## src/rtl/tf_pkg.sv

```systemverilog
// Shared types and constants for the twiddle-factor generator sequencer.
`ifndef D_width
`define D_width 4
`endif

package tf_pkg;
  typedef enum logic [2:0] {
    ST_IDLE  = 3'd0,
    ST_READ  = 3'd1,
    ST_WAIT  = 3'd2,
    ST_WRITE = 3'd3,
    ST_DONE  = 3'd4
  } tf_ctrl_state_e;

  localparam int TF_BANK    = 15;
  localparam int TF_MUL_LAT = 4;
  localparam int TF_DW      = `D_width;
endpackage

```

## src/rtl/tf_idx_rotate.sv

```systemverilog
// Per-bank const-table index: idx_k = ((k-1)+(l-1)) mod TF_BANK, built from one add
// and one conditional subtract instead of a divider.
`ifndef D_width
`define D_width 4
`endif

module tf_idx_rotate
  import tf_pkg::*;
(
  input  logic [TF_DW-1:0] l_i,
  output logic [TF_DW-1:0] idx_o [TF_BANK]
);
  localparam logic [TF_DW:0] BANK_W = (TF_DW+1)'(TF_BANK);
  localparam logic [TF_DW:0] ONE_W  = (TF_DW+1)'(1);

  logic [TF_DW:0] rot;

  // l=0 only occurs while the top gates these outputs to zero; map it to rotation 0.
  assign rot = (l_i == '0) ? '0 : ({1'b0, l_i} - ONE_W);

  genvar gi;
  generate
    for (gi = 0; gi < TF_BANK; gi++) begin : g_bank
      logic [TF_DW:0] sum;
      assign sum       = (TF_DW+1)'(gi) + rot;
      assign idx_o[gi] = (sum >= BANK_W) ? TF_DW'(sum - BANK_W) : TF_DW'(sum);
    end
  endgenerate
endmodule

```

## src/rtl/tf_gen_ctrl.sv

```systemverilog
// Read / wait / write-back sequencer in front of the twiddle-factor generator.
// Optional stalled-cycle counter enabled with `define TF_GEN_CTRL_PERF_EN.
`ifndef D_width
`define D_width 4
`endif

module tf_gen_ctrl
  import tf_pkg::*;
#(
  parameter int IT_DEPTH  = 3,
  parameter int STAGE_NUM = 4,
  parameter int MUL_LAT   = TF_MUL_LAT
) (
  input  logic             clk,
  input  logic             rst,
  input  logic             start,
  input  logic             stall,
  output logic             busy,
  output logic             done,
  output logic             TF_ren,
  output logic             TF_wen,
  output logic [TF_DW-1:0] it_depth_cnt,
  output logic [TF_DW-1:0] l,
  output logic [TF_DW-1:0] idx1,
  output logic [TF_DW-1:0] idx2,
  output logic [TF_DW-1:0] idx3,
  output logic [TF_DW-1:0] idx4,
  output logic [TF_DW-1:0] idx5,
  output logic [TF_DW-1:0] idx6,
  output logic [TF_DW-1:0] idx7,
  output logic [TF_DW-1:0] idx8,
  output logic [TF_DW-1:0] idx9,
  output logic [TF_DW-1:0] idx10,
  output logic [TF_DW-1:0] idx11,
  output logic [TF_DW-1:0] idx12,
  output logic [TF_DW-1:0] idx13,
  output logic [TF_DW-1:0] idx14,
  output logic [TF_DW-1:0] idx15
`ifdef TF_GEN_CTRL_PERF_EN
  ,
  output logic [31:0]      perf_stall_cnt
`endif
);
  tf_ctrl_state_e  state_q, state_d;
  logic [TF_DW-1:0] d_q, d_d, l_q, l_d;
  logic [7:0]       wait_q, wait_d;
  logic [TF_DW-1:0] idx_w [TF_BANK];
  logic [TF_DW-1:0] idx_g [TF_BANK];

  always_ff @(posedge clk or posedge rst) begin
    if (rst) begin
      state_q <= ST_IDLE;
      d_q     <= '0;
      l_q     <= '0;
      wait_q  <= '0;
    end else begin
      state_q <= state_d;
      d_q     <= d_d;
      l_q     <= l_d;
      wait_q  <= wait_d;
    end
  end

  always_comb begin
    state_d = state_q;
    d_d     = d_q;
    l_d     = l_q;
    wait_d  = wait_q;
    busy    = 1'b0;
    done    = 1'b0;
    TF_ren  = 1'b0;
    TF_wen  = 1'b0;
    case (state_q)
      ST_IDLE: begin
        if (start) begin
          d_d     = '0;
          l_d     = TF_DW'(1);
          state_d = ST_READ;
        end
      end
      ST_READ: begin
        busy = 1'b1;
        if (!stall) begin
          TF_ren  = 1'b1;
          wait_d  = '0;
          state_d = ST_WAIT;
        end
      end
      ST_WAIT: begin
        // The multiplier pipeline keeps running, so stall is deliberately ignored here.
        busy   = 1'b1;
        wait_d = wait_q + 8'd1;
        if (wait_q == 8'(MUL_LAT - 1)) state_d = ST_WRITE;
      end
      ST_WRITE: begin
        busy = 1'b1;
        if (!stall) begin
          TF_wen = 1'b1;
          if (d_q < TF_DW'(IT_DEPTH)) begin
            d_d     = d_q + TF_DW'(1);
            state_d = ST_READ;
          end else if (l_q < TF_DW'(STAGE_NUM)) begin
            d_d     = '0;
            l_d     = l_q + TF_DW'(1);
            state_d = ST_READ;
          end else begin
            d_d     = '0;
            l_d     = '0;
            state_d = ST_DONE;
          end
        end
      end
      ST_DONE: begin
        done    = 1'b1;
        state_d = ST_IDLE;
      end
      default: state_d = ST_IDLE;
    endcase
  end

  tf_idx_rotate u_idx_rotate (
    .l_i   (l_q),
    .idx_o (idx_w)
  );

  genvar gi;
  generate
    for (gi = 0; gi < TF_BANK; gi++) begin : g_gate
      assign idx_g[gi] = busy ? idx_w[gi] : '0;
    end
  endgenerate

  assign it_depth_cnt = busy ? d_q : '0;
  assign l            = busy ? l_q : '0;
  assign idx1  = idx_g[0];
  assign idx2  = idx_g[1];
  assign idx3  = idx_g[2];
  assign idx4  = idx_g[3];
  assign idx5  = idx_g[4];
  assign idx6  = idx_g[5];
  assign idx7  = idx_g[6];
  assign idx8  = idx_g[7];
  assign idx9  = idx_g[8];
  assign idx10 = idx_g[9];
  assign idx11 = idx_g[10];
  assign idx12 = idx_g[11];
  assign idx13 = idx_g[12];
  assign idx14 = idx_g[13];
  assign idx15 = idx_g[14];

`ifdef TF_GEN_CTRL_PERF_EN
  logic [31:0] perf_q;

  always_ff @(posedge clk or posedge rst) begin
    if (rst) begin
      perf_q <= '0;
    end else if (state_q == ST_IDLE && start) begin
      perf_q <= '0;
    end else if ((state_q == ST_READ || state_q == ST_WRITE) && stall && perf_q != 32'hFFFF_FFFF) begin
      perf_q <= perf_q + 32'd1;
    end
  end

  assign perf_stall_cnt = perf_q;
`endif
endmodule
```

## config.mk

```make
export PLATFORM = sky130hd
export DESIGN_NAME = tf_gen_ctrl
export DESIGN_NICKNAME = d
export VERILOG_FILES = /design/src/rtl/tf_pkg.sv /design/src/rtl/tf_idx_rotate.sv /design/src/rtl/tf_gen_ctrl.sv
export SDC_FILE = /design/constraint.sdc
export NUM_CORES = 1
export LEC_CHECK = 0
export ABC_CLOCK_PERIOD_IN_PS = 4850
export BUFFER_PORTS_ARGS = -buffer_cell sky130_fd_sc_hd__buf_4
export CORE_UTILIZATION = 56
export CTS_CLUSTER_DIAMETER = 100
export CTS_CLUSTER_SIZE = 30
export DETAILED_ROUTE_END_ITERATION = 10
export GPL_ROUTABILITY_DRIVEN = 0
export PLACE_DENSITY_LB_ADDON = 0.3
export REMOVE_ABC_BUFFERS = 1
export SKIP_CTS_REPAIR_TIMING = 1
export SLEW_MARGIN = 40
export SYNTH_ARGS = -nofsm -noshare
export SYNTH_HDL_FRONTEND = slang
export SYNTH_SLANG_ARGS = --single-unit
```

## constraint.sdc

```tcl
create_clock -name clk -period 4.85 [get_ports clk]
set_clock_uncertainty 0.05 [all_clocks]
set_input_delay 0.2425 -clock clk [delete_from_list [all_inputs] [get_ports clk]]
set_output_delay 0.2425 -clock clk [all_outputs]
set_load 0.05 [all_outputs]
```

After elaboration in Yosys (flattened, before gate mapping)
Cells that the tools add are included.
{ "classes": {"add_sub_neg": 33, "n_mul": 0, "div_mod_pow": 0, "order_cmp": 17, "eq_ne": 10, "shift": 0, "n_mux": 56, "bitwise": 0, "n_reduce_logical": 9} }
{ "ops": {"columns": ["operator", "count"], "rows": [
  ["4-bit two-way mux", 39],
  ["5-bit by 4-bit >= comparator with 1-bit output (second input constant)", 15],
  ["4-bit subtractor (second input constant)", 15],
  ["4-bit by 5-bit adder with 5-bit output (first input constant)", 7],
  ["3-bit by 5-bit adder with 5-bit output (first input constant)", 4],
  ["3-bit two-way mux", 6],
  ["4-bit case mux with 2 select lines", 2],
  ["8-bit case mux with 2 select lines", 1],
  ["3-bit case mux with 4 select lines", 1],
  ["2-bit by 5-bit adder with 5-bit output (first input constant)", 2],
  ["2-bit inequality test (second input constant)", 5],
  ["4-bit by 1-bit adder with 4-bit output (second input constant)", 2],
  ["8-bit by 1-bit adder with 8-bit output (second input constant)", 1],
  ["8-bit by 2-bit equality test with 1-bit output (second input constant)", 1],
  ["8-bit two-way mux", 1],
  ["4-bit AND reduction", 2],
  ["3-bit by 2-bit equality test with 1-bit output (second input constant)", 2],
  ["1-bit by 5-bit adder with 5-bit output (first input constant)", 1],
  ["1-bit two-way mux", 5],
  ["5-bit two-way mux", 1],
  ["4-bit by 1-bit subtractor with 5-bit output (second input constant)", 1],
  ["4-bit logical NOT", 1],
  ["4-bit by 2-bit < comparator with 1-bit output (second input constant)", 1],
  ["4-bit by 3-bit < comparator with 1-bit output (second input constant)", 1],
  ["7 further kinds", 8]
]} }
{ "totals": {"reg_bits": 19, "latchBits": 0, "ramBits": 0, "mem_bits_ro": 0, "inputBits": 4, "output_inout_bits": 72, "elab_cells": 129, "mem_count": 0} }

Logic depth before layout (Yosys ltp)
{ "depth": {"ltp_word": 6, "mapped_depth": 14, "mapped_depth_nobuf": 13} }

By module
A second synthesis with hierarchy kept.
{ "hier_totals": {"cells_unflattened": 464, "area_unflattened_um2": 3462.1} }
{ "modules_own_cells": {"columns": ["module", "instances", "cells_per_inst", "area_each_um2"], "rows": [
  ["tf_idx_rotate", 1, 291, 1984.4],
  ["tf_gen_ctrl", 1, 173, 1477.7]
]} }

Least setup slack after synthesis
OpenSTA, ideal clock, no wires.
{ "synth_timing": {"kind": "reg2out", "start": "register l_q[0]", "end": "output port idx2[1]", "arrival_time_ns": 4.281, "required_ns": 4.558, "path_slack_ns": 0.276, "path_stages_with_launch": 15, "path_cell_list": "dfrtp_1 > buf_4 > inv_1 > ha_1 > or3b_4 > nand2_2 > inv_2 > ha_1 > clkbuf_1 > and2_1 > ha_1 > o2111a_1 > a311oi_2 > nor2_1 > a211oi_1"} }
{ "synth_between": {"elab_chain_cells": 6, "elab_cells_between_ends": 8} }
{ "synth_lines": {"columns": ["element", "line_no", "source"], "rows": [
  ["from (decl)", "tf_gen_ctrl.sv:45", "logic [TF_DW-1:0] d_q, d_d, l_q, l_d;"],
  ["from (signal assigned)", "tf_gen_ctrl.sv:59", "l_q <= l_d;"],
  ["4-bit by 1-bit subtractor with 5-bit output / 4-bit logical NOT (equally long branches)", "tf_idx_rotate.sv:19", "assign rot = (l_i == '0) ? '0 : ({1'b0, l_i} - ONE_W);"],
  ["5-bit two-way mux (*)", "tf_idx_rotate.sv:19", null],
  ["1-bit by 5-bit adder with 5-bit output (*)", "tf_idx_rotate.sv:25", "assign sum = (TF_DW+1)'(gi) + rot;"],
  ["4-bit subtractor / 5-bit by 4-bit >= comparator with 1-bit output (equally long branches)", "tf_idx_rotate.sv:26", "assign idx_o[gi] = (sum >= BANK_W) ? TF_DW'(sum - BANK_W) : TF_DW'(sum);"],
  ["4-bit two-way mux (*)", "tf_idx_rotate.sv:26", null],
  ["4-bit two-way mux (*)", "tf_gen_ctrl.sv:129", "assign idx_g[gi] = busy ? idx_w[gi] : '0;"],
  ["to (decl)", "tf_gen_ctrl.sv:25", "output logic [TF_DW-1:0] idx2,"]
]} }
Every way passes the cells marked *; elsewhere a longest branch is shown, timed or not.

Worst setup path after layout
Ends and elaborated chain as after synthesis.

==> results.sh <==
export IMPL_hp_class="input port to asynchronous set/reset pin"
export IMPL_grt_max_degree=46
export IMPL_clock_fmax_mhz=224
export IMPL_ant_nets=0
export IMPL_r2r_slack_ns=2.81
export IMPL_cpPeakStageDelay_ns=0.54
export IMPL_first_pass_iters=5
export IMPL_clock_latency_ns=0.25
export IMPL_r2r_end="state_q[2]$_DFFE_PP0P_"
export IMPL_slew_viol_final=0
export IMPL_rsz0062_at_grt="no"
export IMPL_synth_top_cell_by_area="dfrtp_1"
export IMPL_cts_buffers_inserted=3
export IMPL_cts_htree_levels=1
export IMPL_fillCellCount=489
export IMPL_drt_initial_drc_count=286
export IMPL_fin_crit_ns=4.47
export IMPL_worstPathCellList="inv_1, ha_1, or3b_4, nand2_2, inv_2, ha_1, and2_1, ha_1, o2111a_1, a311oi_2, nor2_1, a211oi_1, buf_4"
export IMPL_grt_usage_pct=29.7
export IMPL_ys_seq_elements=19
export IMPL_drc_errors=0
export IMPL_endpoint="idx2[1]"
export IMPL_slowest_stage="dfrtp_1"
export IMPL_grt_overflow=0
export IMPL_die_height_um=78.2
export IMPL_grt_pass1_vias=3228
export IMPL_synth_top_area_share_pct=14.6
export IMPL_grt_busiest_layer="met2"
export IMPL_cp_startpoint="l_q[0]$_DFFE_PP0P_"
export IMPL_path_clk_slew_ns=0.07
export IMPL_cp_start_kind="flip-flop"
export IMPL_status="finished, violations left"
export IMPL_cp_end_kind="output port"
export IMPL_dieArea_um2=6110
export IMPL_criticalPathCategory="flip-flop to output port"
export IMPL_nets=536
export IMPL_synth_distinct_cells=71
export IMPL_coreArea_um2=5540
export IMPL_hold_slack_ns=-0.0459
export IMPL_cts_sinks=19
export IMPL_fin_setup_tns_ns=0
export IMPL_routed_wl_um=8900
export IMPL_cp_arrival_ns=4.17
export IMPL_tightestPinTransition_ns=0.674
export IMPL_timing_rr_start="wait_q[0]$_DFFE_PP0P_"
export IMPL_synthCells=442
export IMPL_syn_area_per_cell_um2=7.35
export IMPL_cap_violations=0
export IMPL_synth_yosys_seq_area_share_pct=14.6
export IMPL_crit_fanout=13
export IMPL_crit_top_cell="ha_1"
export IMPL_synth_area_um2=3250
export IMPL_setup_viol=0
export IMPL_num_rows=27
export IMPL_antenna_found_initial=0
export IMPL_start_util_pct=58.6
export IMPL_slew_headroom_pct=54.8
export IMPL_grtUsageMet1_pct=38.3
export IMPL_final_period_utilization_pct=92.1
export IMPL_yosys_cell_count_top_type="nand2_1"
export IMPL_wire_per_inst_um=15.5
export IMPL_vias_per_cell=6.04
export IMPL_critPathRequiredTime_ns=4.56
export IMPL_num_antenna_cells=0
export IMPL_grt_met2_usage_pct=52.1
export IMPL_clock_root_buffer="clkbuf_8"
export IMPL_ioPinCount=76
export IMPL_ys_async_sr_fraction_pct=100
export IMPL_hold_viol=19
export IMPL_synthToLayoutAreaGrowth_pct=19.2
export IMPL_layout_drive_gt1_share_pct=23.5
export IMPL_port_buffers=75
export IMPL_yosysWarnings=0
export IMPL_tritoncts="yes"
export IMPL_vias=3473
export IMPL_reg2regPathDepth=5
export IMPL_dp_hpwl_um=6890
export IMPL_violations="hold timing"
export IMPL_synth_edf_count=0
export IMPL_synth_common_cells="nand2_1, nor2_1, a21oi_1, ha_1, mux2i_1"
export IMPL_synth_main_ff_cell="dfrtp_1"
export IMPL_die_x_um=78.2
export IMPL_grt_first_pass_wirelength_um=15000
export IMPL_met3_usage_pct=2.56
export IMPL_yosys_top_cells_area="dfrtp_1, ha_1, mux2i_1, nand2_1, nor2_1"
export IMPL_clk_path_buf_depth=2
==> metal layers <==
| metal | vias up | share of wire (%) | routed length, um |
|---|---|---|---|
| met5 | - | 0 | 0 |
| met4 | 0 | 2.5 | 222 |
| met3 | 23 | 6.3 | 562 |
| met2 | 145 | 47 | 4200 |
| met1 | 1618 | 44 | 3920 |
| li1 | 1687 | - | - |
==> flip-flops by register name, summed over array words and instances (netlist names) <==
| name | count |
|---|---|
| wait_q | 8 |
| d_q | 4 |
| l_q | 4 |
| state_q | 3 |
==> through the flow <==
stage	cell area [um^2]	util (%)	std cells	setup slack (ns)
after floorplan	3140	-	420	0.238
after global placement	3830	69.1	571	0.841
after detailed placement	3830	69.1	571	0.707
after CTS	3870	69.9	575	0.416
after global routing	3870	69.9	575	0.168
final	3870	69.9	575	0.385
==> layout make-up <==
class	count	area, um^2	share of cell area [%]
multi-input combinational	382	2600	67.1
tap	72	90.1	2.33
clock buffer	4	45.0	1.16
inverter	19	71.3	1.84
timing repair buffer	79	593	15.3
sequential	19	475	12.3
==> critical path, delay by kind of cell (launching register included) <==
family	cells	cell delay, ns
fa+ha+maj	3	1.04
simple gates	4	0.92
buf+inv	3	0.61
compound gates	3	0.82
flops	1	0.54
==> worst min path at each step <==
| stage | start | end |
|---|---|---|
| global placement | rst | wait_q[3]$_DFFE_PP0P_ |
| finish | rst | l_q[0]$_DFFE_PP0P_ |
| CTS | rst | state_q[1]$_DFFE_PP0P_ |
| detailed placement | rst | wait_q[3]$_DFFE_PP0P_ |
| floorplan | rst | d_q[0]$_DFFE_PP0P_ |
| global route | rst | wait_q[1]$_DFFE_PP0P_ |
==> cells by family after synthesis <==
family / synth area share [%]
muxes: 10.8
buffers and inverters: 5.47
DFF: 14.6
xor gates and xnor gates: 6.70
adders and majority gates: 10.8
and+or+nand+nor: 29.6
AOI/OAI and AO/OA: 22.0
==> placed cells by master (no fill, tap or decap), types with 3 or more instances in the layout <==
master	n
a21oi_1	32
and2_1	11
nor2_1	49
a22oi_1	3
dfrtp_1	19
a211oi_1	7
a31oi_1	3
or3_1	5
nor2b_1	8
mux2i_1	27
nand2b_1	8
nand3_1	17
mux2_2	6
or2_2	3
and3_1	5
nor3_1	13
o21a_1	4
buf_4	79
ha_1	28
nand2_1	51
o21ai_0	25
inv_1	13
xnor2_1	21
clkbuf_8	3
a21oi_2	3
inv_2	5
nand4_1	4
Power is left out: the tool's default activity adds up to more than one toggle a clock period on the data nets, which glitch-free logic cannot reach.
